### src/rtl/kbd_line_buffer_pkg.sv
// Shared constants and encodings for the keyboard line buffer.
package kbd_pkg;

  localparam logic [6:0] ASCII_BS        = 7'h08;
  localparam logic [6:0] ASCII_CR        = 7'h0D;
  localparam logic [6:0] ASCII_SPACE     = 7'h20;
  localparam logic [6:0] ASCII_PRINT_MIN = 7'h20;
  localparam logic [6:0] ASCII_PRINT_MAX = 7'h7E;

  typedef enum logic {
    EDIT = 1'b0,
    DONE = 1'b1
  } state_t;

  // Decoded action for one accepted keyboard event.
  typedef enum logic [2:0] {
    ACT_NONE,
    ACT_PUT,
    ACT_WRAP,
    ACT_BS,
    ACT_BS_UP,
    ACT_CR_NEXT,
    ACT_CR_DONE
  } act_t;

endpackage

### src/rtl/kbd_line_buffer_if.sv
// Keyboard-side inputs and display-side outputs of the line buffer.
interface kbd_line_buffer_if #(
  parameter int CHAR_W    = 7,
  parameter int LINE_LEN  = 11,
  parameter int NUM_LINES = 2
);
  localparam int TOT    = NUM_LINES * LINE_LEN;
  localparam int LINE_W = (NUM_LINES > 1) ? $clog2(NUM_LINES) : 1;
  localparam int COL_W  = $clog2(LINE_LEN + 1);

  logic                    New;
  logic [CHAR_W-1:0]       Char;
  logic                    Clear;
  logic [TOT*CHAR_W-1:0]   String;
  logic [LINE_W-1:0]       CursorLine;
  logic [COL_W-1:0]        CursorCol;
  logic                    Change;
  logic                    Full;
  logic                    Complete;

  modport master (
    output New, Char, Clear,
    input  String, CursorLine, CursorCol, Change, Full, Complete
  );

  modport slave (
    input  New, Char, Clear,
    output String, CursorLine, CursorCol, Change, Full, Complete
  );
endinterface

### src/rtl/kbd_line_buffer_strobe_rise.sv
// One-bit rising-edge detector; a level held high yields a single-cycle rise.
module strobe_rise (
  input  logic clk,
  input  logic rst_n,
  input  logic d,
  output logic rise
);
  logic d_reg;

  always_ff @(posedge clk) begin
    if (!rst_n) d_reg <= 1'b0;
    else        d_reg <= d;
  end

  assign rise = d & ~d_reg;
endmodule

### src/rtl/kbd_line_buffer.sv
// Keyboard text buffer: collects characters into NUM_LINES x LINE_LEN cells
// with backspace, Enter and Clear, and exposes the cells as a flat bus.
module kbd_line_buffer
  import kbd_pkg::*;
#(
  parameter int                CHAR_W    = 7,
  parameter int                LINE_LEN  = 11,
  parameter int                NUM_LINES = 2,
  parameter logic [CHAR_W-1:0] BS_CODE   = CHAR_W'(ASCII_BS),
  parameter logic [CHAR_W-1:0] CR_CODE   = CHAR_W'(ASCII_CR),
  parameter logic [CHAR_W-1:0] PAD_CODE  = CHAR_W'(ASCII_SPACE)
) (
  input logic              Clock,
  input logic              Reset,
  kbd_line_buffer_if.slave bus
);
  localparam int TOT    = NUM_LINES * LINE_LEN;
  localparam int LINE_W = (NUM_LINES > 1) ? $clog2(NUM_LINES) : 1;
  localparam int COL_W  = $clog2(LINE_LEN + 1);
  localparam int IDX_W  = $clog2(TOT + 1);

  state_t            state_reg;
  logic [LINE_W-1:0] line_reg;
  logic [COL_W-1:0]  col_reg;
  logic              change_reg;
  logic              complete_reg;

  logic              ev;
  logic              is_print;
  logic              last_line;
  logic              at_eol;
  logic [IDX_W-1:0]  cur_idx;
  act_t              act;
  logic              wr_en;
  logic [IDX_W-1:0]  wr_idx;
  logic [CHAR_W-1:0] wr_data;

  strobe_rise u_new_rise (
    .clk   (Clock),
    .rst_n (Reset),
    .d     (bus.New),
    .rise  (ev)
  );

  assign is_print  = (bus.Char >= CHAR_W'(ASCII_PRINT_MIN)) && (bus.Char <= CHAR_W'(ASCII_PRINT_MAX));
  assign last_line = (line_reg == LINE_W'(NUM_LINES - 1));
  assign at_eol    = (col_reg == COL_W'(LINE_LEN));
  // At end of line this equals the first cell of the next line, so a wrap writes here too.
  assign cur_idx   = IDX_W'(line_reg) * IDX_W'(LINE_LEN) + IDX_W'(col_reg);

  always_comb begin
    act = ACT_NONE;
    if (ev && state_reg == EDIT) begin
      if (is_print) begin
        if (!at_eol)         act = ACT_PUT;
        else if (!last_line) act = ACT_WRAP;
      end else if (bus.Char == BS_CODE) begin
        if (col_reg != '0)       act = ACT_BS;
        else if (line_reg != '0) act = ACT_BS_UP;
      end else if (bus.Char == CR_CODE) begin
        act = last_line ? ACT_CR_DONE : ACT_CR_NEXT;
      end
    end
  end

  always_comb begin
    wr_en   = 1'b0;
    wr_idx  = cur_idx;
    wr_data = bus.Char;
    case (act)
      ACT_PUT, ACT_WRAP: wr_en = 1'b1;
      ACT_BS, ACT_BS_UP: begin
        wr_en   = 1'b1;
        wr_idx  = cur_idx - IDX_W'(1);
        wr_data = PAD_CODE;
      end
      default: ;
    endcase
  end

  always_ff @(posedge Clock) begin
    if (!Reset) begin
      state_reg    <= EDIT;
      line_reg     <= '0;
      col_reg      <= '0;
      change_reg   <= 1'b0;
      complete_reg <= 1'b0;
    end else if (bus.Clear) begin
      state_reg    <= EDIT;
      line_reg     <= '0;
      col_reg      <= '0;
      change_reg   <= 1'b1;
      complete_reg <= 1'b0;
    end else begin
      change_reg <= (act != ACT_NONE);
      case (act)
        ACT_PUT:   col_reg <= col_reg + COL_W'(1);
        ACT_WRAP: begin
          line_reg <= line_reg + LINE_W'(1);
          col_reg  <= COL_W'(1);
        end
        ACT_BS:    col_reg <= col_reg - COL_W'(1);
        ACT_BS_UP: begin
          line_reg <= line_reg - LINE_W'(1);
          col_reg  <= COL_W'(LINE_LEN - 1);
        end
        ACT_CR_NEXT: begin
          line_reg <= line_reg + LINE_W'(1);
          col_reg  <= '0;
        end
        ACT_CR_DONE: begin
          state_reg    <= DONE;
          complete_reg <= 1'b1;
        end
        default: ;
      endcase
    end
  end

  // Cell 0 sits in the most significant slice of the flat bus.
  for (genvar gi = 0; gi < TOT; gi++) begin : g_cell
    logic [CHAR_W-1:0] cell_reg;

    always_ff @(posedge Clock) begin
      if (!Reset || bus.Clear)                    cell_reg <= PAD_CODE;
      else if (wr_en && wr_idx == IDX_W'(gi))     cell_reg <= wr_data;
    end

    assign bus.String[(TOT-gi)*CHAR_W-1 -: CHAR_W] = cell_reg;
  end

  assign bus.CursorLine = line_reg;
  assign bus.CursorCol  = col_reg;
  assign bus.Change     = change_reg;
  assign bus.Complete   = complete_reg;
  assign bus.Full       = last_line && at_eol;

endmodule

### src/flat_wrapper.sv
// flat-port wrapper written by rule: the top's interface ports become plain ports
module kbd_line_buffer_flat import kbd_pkg::*;
#(
  parameter int                CHAR_W    = 7,
  parameter int                LINE_LEN  = 11,
  parameter int                NUM_LINES = 2,
  parameter logic [CHAR_W-1:0] BS_CODE   = CHAR_W'(ASCII_BS),
  parameter logic [CHAR_W-1:0] CR_CODE   = CHAR_W'(ASCII_CR),
  parameter logic [CHAR_W-1:0] PAD_CODE  = CHAR_W'(ASCII_SPACE)
)
  (Clock, Reset, bus_New, bus_Char, bus_Clear, bus_String, bus_CursorLine, bus_CursorCol, bus_Change, bus_Full, bus_Complete);
  kbd_line_buffer_if #(.CHAR_W(CHAR_W), .LINE_LEN(LINE_LEN), .NUM_LINES(NUM_LINES)) bus_i ();
  input logic Clock;
  input logic Reset;
  input wire logic [$bits(bus_i.New)-1:0] bus_New;
  input wire logic [$bits(bus_i.Char)-1:0] bus_Char;
  input wire logic [$bits(bus_i.Clear)-1:0] bus_Clear;
  output wire logic [$bits(bus_i.String)-1:0] bus_String;
  output wire logic [$bits(bus_i.CursorLine)-1:0] bus_CursorLine;
  output wire logic [$bits(bus_i.CursorCol)-1:0] bus_CursorCol;
  output wire logic [$bits(bus_i.Change)-1:0] bus_Change;
  output wire logic [$bits(bus_i.Full)-1:0] bus_Full;
  output wire logic [$bits(bus_i.Complete)-1:0] bus_Complete;
  assign bus_i.New = bus_New;
  assign bus_i.Char = bus_Char;
  assign bus_i.Clear = bus_Clear;
  assign bus_String = bus_i.String;
  assign bus_CursorLine = bus_i.CursorLine;
  assign bus_CursorCol = bus_i.CursorCol;
  assign bus_Change = bus_i.Change;
  assign bus_Full = bus_i.Full;
  assign bus_Complete = bus_i.Complete;
  kbd_line_buffer #(.CHAR_W(CHAR_W), .LINE_LEN(LINE_LEN), .NUM_LINES(NUM_LINES), .BS_CODE(BS_CODE), .CR_CODE(CR_CODE), .PAD_CODE(PAD_CODE)) u_core (.Clock(Clock), .Reset(Reset), .bus(bus_i));
endmodule
### config.mk
export PLATFORM = sky130hd
export DESIGN_NAME = kbd_line_buffer_flat
export DESIGN_NICKNAME = d
export VERILOG_FILES = /design/src/rtl/kbd_line_buffer_pkg.sv /design/src/rtl/kbd_line_buffer_if.sv /design/src/rtl/kbd_line_buffer_strobe_rise.sv /design/src/rtl/kbd_line_buffer.sv /design/src/flat_wrapper.sv
export SDC_FILE = /design/constraint.sdc
export NUM_CORES = 1
export LEC_CHECK = 0
export ABC_AREA = 1
export BUFFER_PORTS_ARGS = -buffer_cell sky130_fd_sc_hd__buf_2
export CAP_MARGIN = 15
export CORE_AREA = 2 2 177 179
export CTS_BUF_LIST = sky130_fd_sc_hd__clkbuf_4 sky130_fd_sc_hd__clkbuf_8
export DETAILED_ROUTE_END_ITERATION = 8
export DIE_AREA = 0 0 179 181
export SETUP_SLACK_MARGIN = 0.02
export SYNTH_ARGS = -nofsm -noshare
export SYNTH_HDL_FRONTEND = slang
export SYNTH_SLANG_ARGS = --single-unit
### constraint.sdc
create_clock -name Clock -period 4.9 [get_ports Clock]
set_input_delay 0.98 -clock Clock [delete_from_list [all_inputs] [get_ports Clock]]
set_output_delay 0.98 -clock Clock [all_outputs]
set_load 0.1 [all_outputs]
# Word-level counts from Yosys, hierarchy flattened
# Cells that the tools add are included.
# Widths: inputs -> output; s select.
[word_totals] rom_bits=0 output_inout_bits=162 mem_bits_rw=0 latch_bits=0 n_memories=0 ff_bits=162 inputBits=11
[op_classes] n_bitwise=4 order_cmp=2 n_mux=15 n_div=0 shift=0 reduce_logical=36 mul=1 eq_ne=30 add_sub_neg=6
[ops] cell="$eq 5x4->1 const B" n=8
[ops] cell="$eq 5x5->1 const B" n=6
[ops] cell="$logic_and 1x1->1" n=25
[ops] cell="$mux 3" n=7
[ops] cell="$eq 5x3->1 const B" n=4
[ops] cell="$pmux 4 s5" n=1
[ops] cell="$eq 7x4->1 const B" n=2
[ops] cell="$eq 5x2->1 const B" n=2
[ops] cell="$eq 3x3->1 const B" n=3
[ops] cell="$ge 7x6->1 const B" n=1
[ops] cell="$le 7x7->1 const B" n=1
[ops] cell="$mux 7" n=1
[ops] cell="$eq 3x2->1 const B" n=2
[ops] cell="$reduce_or 2->1" n=3
[ops] cell="$add 5x4->5" n=1
[ops] cell="$eq 5x1->1 const B" n=1
[ops] cell="$logic_not 5->1" n=1
[ops] cell="$mul 1x4->5 const B" n=1
[ops] cell="$mux 5" n=1
[ops] cell="$reduce_bool 5->1" n=1
[ops] cell="$sub 5x1->5 const B" n=1
[ops] cell="$add 4x1->4 const B" n=1
[ops] cell="$eq 4x4->1 const B" n=1
[ops] cell="$mux 2" n=2
[ops] cell="14 further kinds" n=17

# Depth between registers and ports, before layout
# Gate-level depths: netlist of the first run.
[logic_depth] word_depth=10 depth_mapped=20

# Cells and area by module
# From an unflattened synthesis of the first run, not the netlist that was laid out.
[unflattened] cells_unflattened=1255 hier_area_um2=8100.3
[by_module_without_submodules] mod="kbd_line_buffer" area_per_inst_um2=8062.7 cells_per_inst=1250 n_inst=1 seq_area_each_um2=3223.1
[by_module_without_submodules] mod="strobe_rise" area_per_inst_um2=37.5 cells_per_inst=5 n_inst=1 seq_area_each_um2=20.0

# Worst setup path before layout of the first run
# No wires, ideal clock.
[synth_timing] path_kind="register to output" start="reg u_core.line_reg, in the netlist u_core.bus.CursorLine" end="out bus_Full" n_path_buf=0 setup_slack_ps=1283 t_arrival_ps=2637 t_required_ps=3920 path_stages_with_launch=3 cell_sequence="dfxtp_1 -> inv_1 -> nor2_1"
[synth_via] elab_chain_len=1
[synth_rtl] item="from (decl)" line_no="kbd_line_buffer.sv:23" source="logic [LINE_W-1:0] line_reg;"
[synth_rtl] item="from (signal assigned)" line_no="kbd_line_buffer.sv:99" source="line_reg <= line_reg + LINE_W'(1);"
[synth_rtl] item="from (signal assigned)" line_no="kbd_line_buffer.sv:104" source="line_reg <= line_reg - LINE_W'(1);"
[synth_rtl] item="from (signal assigned)" line_no="kbd_line_buffer.sv:108" source="line_reg <= line_reg + LINE_W'(1);"
[synth_rtl] item="$logic_and 1x1->1" line_no="kbd_line_buffer.sv:136" source="assign bus.Full = last_line && at_eol;"
[synth_rtl] item="to (decl)" line_no="flat_wrapper.sv:22" source="output wire logic [$bits(bus_i.Full)-1:0] bus_Full;"
# No other way between the ends.

# Worst setup path after layout of the first run
[layout_timing] start="in bus_Char[1]" end="reg u_core.g_cell[9].cell_reg[6]"
[layout_via] elab_chain_len=10 elab_cells_between_ends=20
[layout_rtl] item="from (decl)" line_no="flat_wrapper.sv:16" source="input wire logic [$bits(bus_i.Char)-1:0] bus_Char;"
[layout_rtl] item="parallel branches: the longest is 3 deep, another holds $ge 7x6->1"
[layout_rtl] item="$mux 3 (*)" line_no="kbd_line_buffer.sv:54" source="if (is_print) begin"
[layout_rtl] item="$mux 3 (*)" line_no="kbd_line_buffer.sv:53" source="if (ev && state_reg == EDIT) begin"
[layout_rtl] item="$eq 3x2->1 or $eq 3x3->1 (tied branches)" line_no="kbd_line_buffer.sv:70" source="case (act)"
[layout_rtl] item="$reduce_or 2->1" line_no="kbd_line_buffer.sv:70"
[layout_rtl] item="$mux 5" line_no="kbd_line_buffer.sv:70"
[layout_rtl] item="$eq 5x4->1" line_no="kbd_line_buffer.sv:126" source="else if (wr_en && wr_idx == IDX_W'(gi)) cell_reg <= wr_data;"
[layout_rtl] item="$logic_and 1x1->1" line_no="kbd_line_buffer.sv:126"
[layout_rtl] item="to (signal assigned)" line_no="kbd_line_buffer.sv:126"
[layout_rtl] item="to (decl)" line_no="kbd_line_buffer.sv:122" source="logic [CHAR_W-1:0] cell_reg;"
# Mark *: on every way between the ends.
# A chain may end at the register's enable or synchronous reset.

==> run metrics, run 1 <==
overall global routing resource usage=around 15%; global-route wire length before repair=38240 um; drt via density=roughly 4.5; antenna violations before repair=0; vias in the first global route=6705; slowest stage delay, CP=0.45 ns; pin count of the biggest net entering global routing=64; synth unique cells=32; proportion of register bits with asynchronous set or reset after synthesis=0%; final hold violation count=0; Mean Syn Cell Area=6.947 um^2; synth warn=0; Synth Net Count=1107; Slew headroom=37.01%; setup skew after layout=approximately 0.015 ns; Initial Util=around 25%; Synth Flop Type=sky130_fd_sc_hd__dfxtp_1; actual transition at the worst max-transition pin=0.9425 ns; status=finished, final reports clean; final WL=24510 um; achievable frequency=between 200 and 300 MHz; crit path capture=u_core.g_cell[9].cell_reg[6]$_SDFFE_PP0P_; area taken by multi-input logic gates=3711 um^2; Port Buffers=172; total of max-cap violations=0; total DRC errors in the routed layout=0; synthesized netlist cell count=1088; # fillers=3321; peak fanout along the critical path=21; Std-Cell Core Area=30350 um^2; Area growth syn-to-layout=20.66%; static power due to leakage=4.054 nW; Setup WS post-layout=1.492 ns; top-level I/O count=173; Top delay family on crit path=simple AND/OR/NAND/NOR gates; register area share after synthesis=42.91%; fin. max-slew vios=0; library cell appearing most often on the critical path=sky130_fd_sc_hd__nand2_1; hold bufs inserted after CTS=0; number of cells traversed by the worst register-to-register path=15; routed length per placed instance=14.97 um; cell with the largest stage delay on the worst path=sky130_fd_sc_hd__nor2_4; worst-case setup slack after placement=1.021 ns; Chip Width=179 um; nature of the critical path startpoint=input port; most common library cell in the layout ignoring fill and taps=sky130_fd_sc_hd__nand2_1; Hold WC Path Type=register to register; number of flops mapped to enable cells by yosys=0; layout cells sized above 1=22.71%; # Post-CTS Setup Buffers=0; Power per Cell Area=304.9 nW/um^2; reg-to-reg endpoint=u_core.g_cell[14].cell_reg[0]$_SDFFE_PP0P_; hold_ws=0.4619 ns; placed standard-cell area=between 8000 and 9000 um^2; number of flip-flops in the largest register=154; buffer cell driving the clock tree root=sky130_fd_sc_hd__clkbuf_8; Final ANT Viol Nets=0; Max VDD drop=0.1453 mV; total clock buffers created by CTS=17; WP data arrival=3.81 ns; post-route non-filler standard cell count=between 1500 and 2000; Vias=approximately 7400; floorplan die area=32400 um^2; most frequent cells in the layout=250 x sky130_fd_sc_hd__nand2_1, 219 x sky130_fd_sc_hd__nor2_1, 172 x sky130_fd_sc_hd__nand3_1, 172 x sky130_fd_sc_hd__buf_2, 162 x sky130_fd_sc_hd__dfxtp_1; count of TritonRoute iterations in the first routing pass=7; sum of buffers and inverters on the critical path=4; Total Negative Setup Slacks=0 ns; unrepaired setup endpoints after global routing=false; flip-flop and latch count after synthesis=approximately 160; final critical-path required period=3.408 ns; Crit path required time=5.30 ns; critical path endpoint category=register; GP Congestion=0.8990; Setup violations, final=0; RR Startpoint=u_core.bus.CursorCol[0]$_SDFFE_PP0P_; clock-pin slew reported for the worst setup and hold paths after clock tree synthesis=~0.1 ns; Setup CP Type=input port to register; number of nets in the layout=1248; later-pin clock latency in the skew report=0.46 ns; crit path launch=bus_Char[1]; Cell Area, Synth=7558 um^2; post-cts resize count=0; final instance area=9120 um^2; sequential cell area=3243 um^2; number of diodes added for antenna fixing=0; setup slack on the worst flop-to-flop path=1.54 ns; cell-by-cell trace of the critical path=buf_2, inv_2, buf_4, nor2_4, nand2_2, nand2_2, nand2_2, nand2_1, nand2_2, nand3_4, nand2_4, nand2_1, nand2_1, nand2_1, nor2_4, buf_4, nand2_1, nand2_1, nand2_1, nor2_1; die height=181 um; TritonCTS clock tree=done; detailed router's first-iteration violation count=476; post-route fraction of the period consumed by the critical path=roughly 70%; placed cell count=1606; clock sink count=about 160; cell depth of the worst setup path=20; post-detailed-placement half-perimeter wirelength=16870 um; deepest level of the CTS H-tree=4; number of buffers between clock root and the deepest sink=2; Congestion Overflow GR=0; number of cell rows=64
through the flow:
stage | util [%] | total power (W)
floorplan | - | 0.001643
global placement | 28.66 | 0.001722
detailed placement | 28.66 | 0.001724
CTS | 30.05 | 0.002821
global route | 30.05 | 0.002909
finish | 30.05 | 0.002781
worst min-delay path by stage:
stage / from / endpoint / cells after the start
3_5_place_dp: u_core.g_cell[11].cell_reg[5]$_SDFFE_PP1P_ / u_core.g_cell[11].cell_reg[5]$_SDFFE_PP1P_ / 2
3_3_place_gp: u_core.g_cell[6].cell_reg[5]$_SDFFE_PP1P_ / u_core.g_cell[6].cell_reg[5]$_SDFFE_PP1P_ / 2
5_1_grt: u_core.g_cell[14].cell_reg[5]$_SDFFE_PP1P_ / u_core.g_cell[14].cell_reg[5]$_SDFFE_PP1P_ / 2
4_1_cts: u_core.g_cell[11].cell_reg[5]$_SDFFE_PP1P_ / u_core.g_cell[11].cell_reg[5]$_SDFFE_PP1P_ / 2
6_report: u_core.g_cell[11].cell_reg[5]$_SDFFE_PP1P_ / u_core.g_cell[11].cell_reg[5]$_SDFFE_PP1P_ / 2
2_1_floorplan: u_core.u_new_rise.d_reg$_SDFF_PN0_ / u_core.bus.CursorCol[0]$_SDFFE_PP0P_ / 3
synth_stat cells, drive strengths merged, types with 2 or more instances:
cell type  count  area [um^2]
ha             6        75.07
xnor2          3        26.28
inv           70        262.8
nor2         246         1077
dfxtp        162         3243
nand4          3        33.78
o21ai          9        45.04
fa             2        40.04
a21oi         63        315.3
nand2        268         1061
clkbuf        15        56.30
xor2           2        17.52
a31oi          3        18.77
nand3        180        955.9
buf           51        292.8
cell type report:
cell class	instances	area share (%)
clock buffers	21	2.963
clock inverters	11	1.660
inverters	71	2.936
multi-input cells	789	40.69
flip-flops and latches	162	35.56
well taps	396	5.433
repair buffers	188	10.76
logic make-up after synthesis:
logic type      after synthesis  synth area share (%)
xor+xnor                      5                0.5795
buf+inv                     137                 8.161
flops                       162                 42.91
fa+ha+maj                     8                 1.523
compound gates               76                 5.132
simple gates                700                 41.70
tightest hold or removal path, delay by kind of cell, from the launching register on:
family | cells | cell delay [ns]
flops | 1 | 0.34
simple gates | 2 | 0.10
power breakdown:
part           switching, W  internal (W)  leakage, nW
clock              0.000548      0.000540        0.209
combinational      0.000288     0.0000730         2.54
sequential       0.00000665       0.00133         1.31
layer usage:
| metal | track usage, % | wire length, um | part of all wire [%] | up-vias |
|---|---|---|---|---|
| met5 | 0 | 0 | 0 | - |
| met4 | 4.455 | 368 | 1.5 | 0 |
| met3 | 3.956 | 1459 | 6.0 | 23 |
| met2 | 24.63 | 11420 | 47 | 211 |
| met1 | 20.09 | 11270 | 46 | 3404 |
| li1 | - | - | - | 3716 |
Note: power is estimated with default switching activity, not from simulation.
==> run 2, diff against run 1 <==
Clock period 4.9 ns to 3.02 ns, I/O delays scaled along.
==> run 2 against run 1 <==
Count of clock-buffer cells in the layout is 2 lower. Highest routed layer unchanged. Worst setup slack worse by 1.3 ns. Clock power is 37% higher. Critical endpoint is now u_core.g_cell[2].cell_reg[2]$_SDFFE_PP0P_. Combinational power is 98% higher. Worst hold slack worse by 0.11 ns. Via count is 1.6% higher.
==> run metrics, run 2 (synthesis gave the netlist of run 1 again) <==
number of cell rows=64 (unchanged); slowest stage delay, CP=0.56 ns (+0.11 ns); final WL=25810 um (+5.3%); Setup CP Type=register to register; fin. max-slew vios=0 (unchanged); GP Congestion=0.8788 (-2.2%); clock sink count=162 (unchanged); Port Buffers=172 (unchanged); static power due to leakage=4.249 nW (+4.8%); top-level I/O count=173 (unchanged); library cell appearing most often on the critical path=sky130_fd_sc_hd__nand2_1; status=finished, final reports clean; Max VDD drop=0.2222 mV (+53%); most common library cell in the layout ignoring fill and taps=sky130_fd_sc_hd__nand2_1; die height=181 um (unchanged); number of nets in the layout=1284 (+2.9%); Total Negative Setup Slacks=0 ns (unchanged); peak fanout along the critical path=8 (-62%); overall global routing resource usage=15.06% (-0.27 points); total of max-cap violations=0 (unchanged); Vias=7475 (+1.6%); post-detailed-placement half-perimeter wirelength=16730 um (-0.83%); number of cells traversed by the worst register-to-register path=16 (+1); WP data arrival=3.20 ns (-0.61 ns); global-route wire length before repair=37610 um (-1.6%); floorplan die area=32400 um^2 (unchanged); Std-Cell Core Area=30350 um^2 (unchanged); actual transition at the worst max-transition pin=0.5659 ns (-0.3767 ns); clock-pin slew reported for the worst setup and hold paths after clock tree synthesis=0.09 ns (about the same); drt via density=4.465 (-0.54%); final critical-path required period=2.820 ns; Setup violations, final=0 (unchanged); Congestion Overflow GR=0 (unchanged); achievable frequency=354.6 MHz; detailed router's first-iteration violation count=526 (+11%); Slew headroom=62.23% (+25 points); nature of the critical path startpoint=register; post-route non-filler standard cell count=1674 (+2.2%); layout cells sized above 1=25.67% (+3.0 points); setup skew after layout=0.01595 ns (+0.0009506 ns); placed cell count=1627 (+1.3%); Initial Util=24.91% (unchanged); buffer cell driving the clock tree root=sky130_fd_sc_hd__clkbuf_8; TritonCTS clock tree=done; critical path endpoint category=register; Final ANT Viol Nets=0 (unchanged); Chip Width=179 um (unchanged); Area growth syn-to-layout=27.15%; pin count of the biggest net entering global routing=111 (+73%); number of diodes added for antenna fixing=0 (unchanged); most frequent cells in the layout=249 x sky130_fd_sc_hd__nand2_1, 216 x sky130_fd_sc_hd__nor2_1, 172 x sky130_fd_sc_hd__nand3_1, 172 x sky130_fd_sc_hd__buf_2, 158 x sky130_fd_sc_hd__dfxtp_1; antenna violations before repair=0 (unchanged); deepest level of the CTS H-tree=4 (unchanged); Power per Cell Area=454.5 nW/um^2 (+49%); final hold violation count=0 (unchanged); total clock buffers created by CTS=17 (unchanged); routed length per placed instance=15.42 um (+3.0%); post-route fraction of the period consumed by the critical path=between 90% and 100%; final core occ=31.67% (+1.6 points); cell-by-cell trace of the critical path=ha_1, inv_1, fa_2, ha_1, inv_1, nor2_2, nand2_1, nand2_1, nand2_1, nand2_1, nand2_4, nor2_8, nand3_2, nand2_1, nand2_1, nor2_1; Crit path required time=3.40 ns (-1.90 ns); Hold WC Path Type=input port to register; number of buffers between clock root and the deepest sink=2 (unchanged); unrepaired setup endpoints after global routing=true; total DRC errors in the routed layout=0 (unchanged); vias in the first global route=6642 (-0.94%); count of TritonRoute iterations in the first routing pass=5 (-2); worst hold path cell count=3 (+1); number of flip-flops in the largest register=154 (unchanged); hold bufs inserted after CTS=0 (unchanged); later-pin clock latency in the skew report=0.45 ns (about the same); cell with the largest stage delay on the worst path=sky130_fd_sc_hd__fa_2
-- run 2: cell count changes in the layout (fill, tap and decap cells not counted), moves of 3 or more --
cell                        previous run  this run
sky130_fd_sc_hd__bufinv_16             3         0
sky130_fd_sc_hd__buf_4                16        30
sky130_fd_sc_hd__buf_12                0        13
sky130_fd_sc_hd__nand3_4               2         5
sky130_fd_sc_hd__inv_6                 2         5
sky130_fd_sc_hd__nor2_4               17        22
sky130_fd_sc_hd__nor2_1              219       216
sky130_fd_sc_hd__dfxtp_1             162       158
-- run 2: layer usage --
layer / track usage (%) / part of all wire [%] / vias to the layer above
met4: 4.163 / 1.3 / 0
met3: 3.178 / 5.9 / 15
li1: - / - / 3808
met5: 0 / 0 / -
met2: 24.75 / 48 / 230
met1: 19.79 / 45 / 3422
-- run 2: power by group --
group	switching, W	leakage (nW)	total [W]	internal (W)
Clock	0.000895	0.167	0.00149	0.000598
Sequential	0.0000118	1.31	0.00216	0.00215
Combinational	0.000520	2.77	0.000713	0.000193
Total	0.00143	4.25	0.00437	0.00294
-- run 2: layout make-up --
cell class	count	area (um^2)
clock buffer	19	249.0
timing repair buffer	218	1411
inverter	71	267.8
fill	3288	20740
multi-input combinational	795	3834
clock inverter	13	100.1
tap	396	495.5
sequential	162	3253
-- run 2: worst paths after layout --
kind                                                     end                                       start  slack (ns)
setup / recovery   u_core.g_cell[2].cell_reg[2]$_SDFFE_PP0P_        u_core.bus.CursorCol[0]$_SDFFE_PP0P_        0.20
hold / removal            u_core.u_new_rise.d_reg$_SDFF_PN0_                                     bus_New        0.35
setup reg to reg   u_core.g_cell[2].cell_reg[2]$_SDFFE_PP0P_        u_core.bus.CursorCol[0]$_SDFFE_PP0P_        0.20
hold reg to reg   u_core.g_cell[11].cell_reg[5]$_SDFFE_PP1P_  u_core.g_cell[11].cell_reg[5]$_SDFFE_PP1P_        0.46
-- run 2: stage by stage --
stage / area [um^2] / worst slack (ns) / hold WS, ns / total power [W]
2_1_floorplan: 7566 / 0.05278 / 0.5719 / 0.002666
3_3_place_gp: 8976 / 0.1148 / 0.4324 / 0.002831
3_5_place_dp: 8976 / 0.03089 / 0.4394 / 0.002836
4_1_cts: 9325 / 0.05763 / 0.3079 / 0.004355
5_1_grt: 9610 / 0.004812 / 0.3209 / 0.004586
6_report: 9610 / 0.1998 / 0.3499 / 0.004368
-- run 2: critical path, delay by kind of cell, from the launching register on --
kind                       cells  cell delay [ns]
adders and majority gates      3             0.90
buffers and inverters          2             0.11
DFF                            1             0.39
and+or+nand+nor               11             1.34
-- run 2: repair_timing --
| item | 4_1_cts | 5_1_grt |
|---|---|---|
| setup endpoints to repair | 0 | 81 |
| hold endpoints to repair | 0 | 0 |
| resized for setup | 0 | 19 |
| buffers inserted | 0 | 7 |
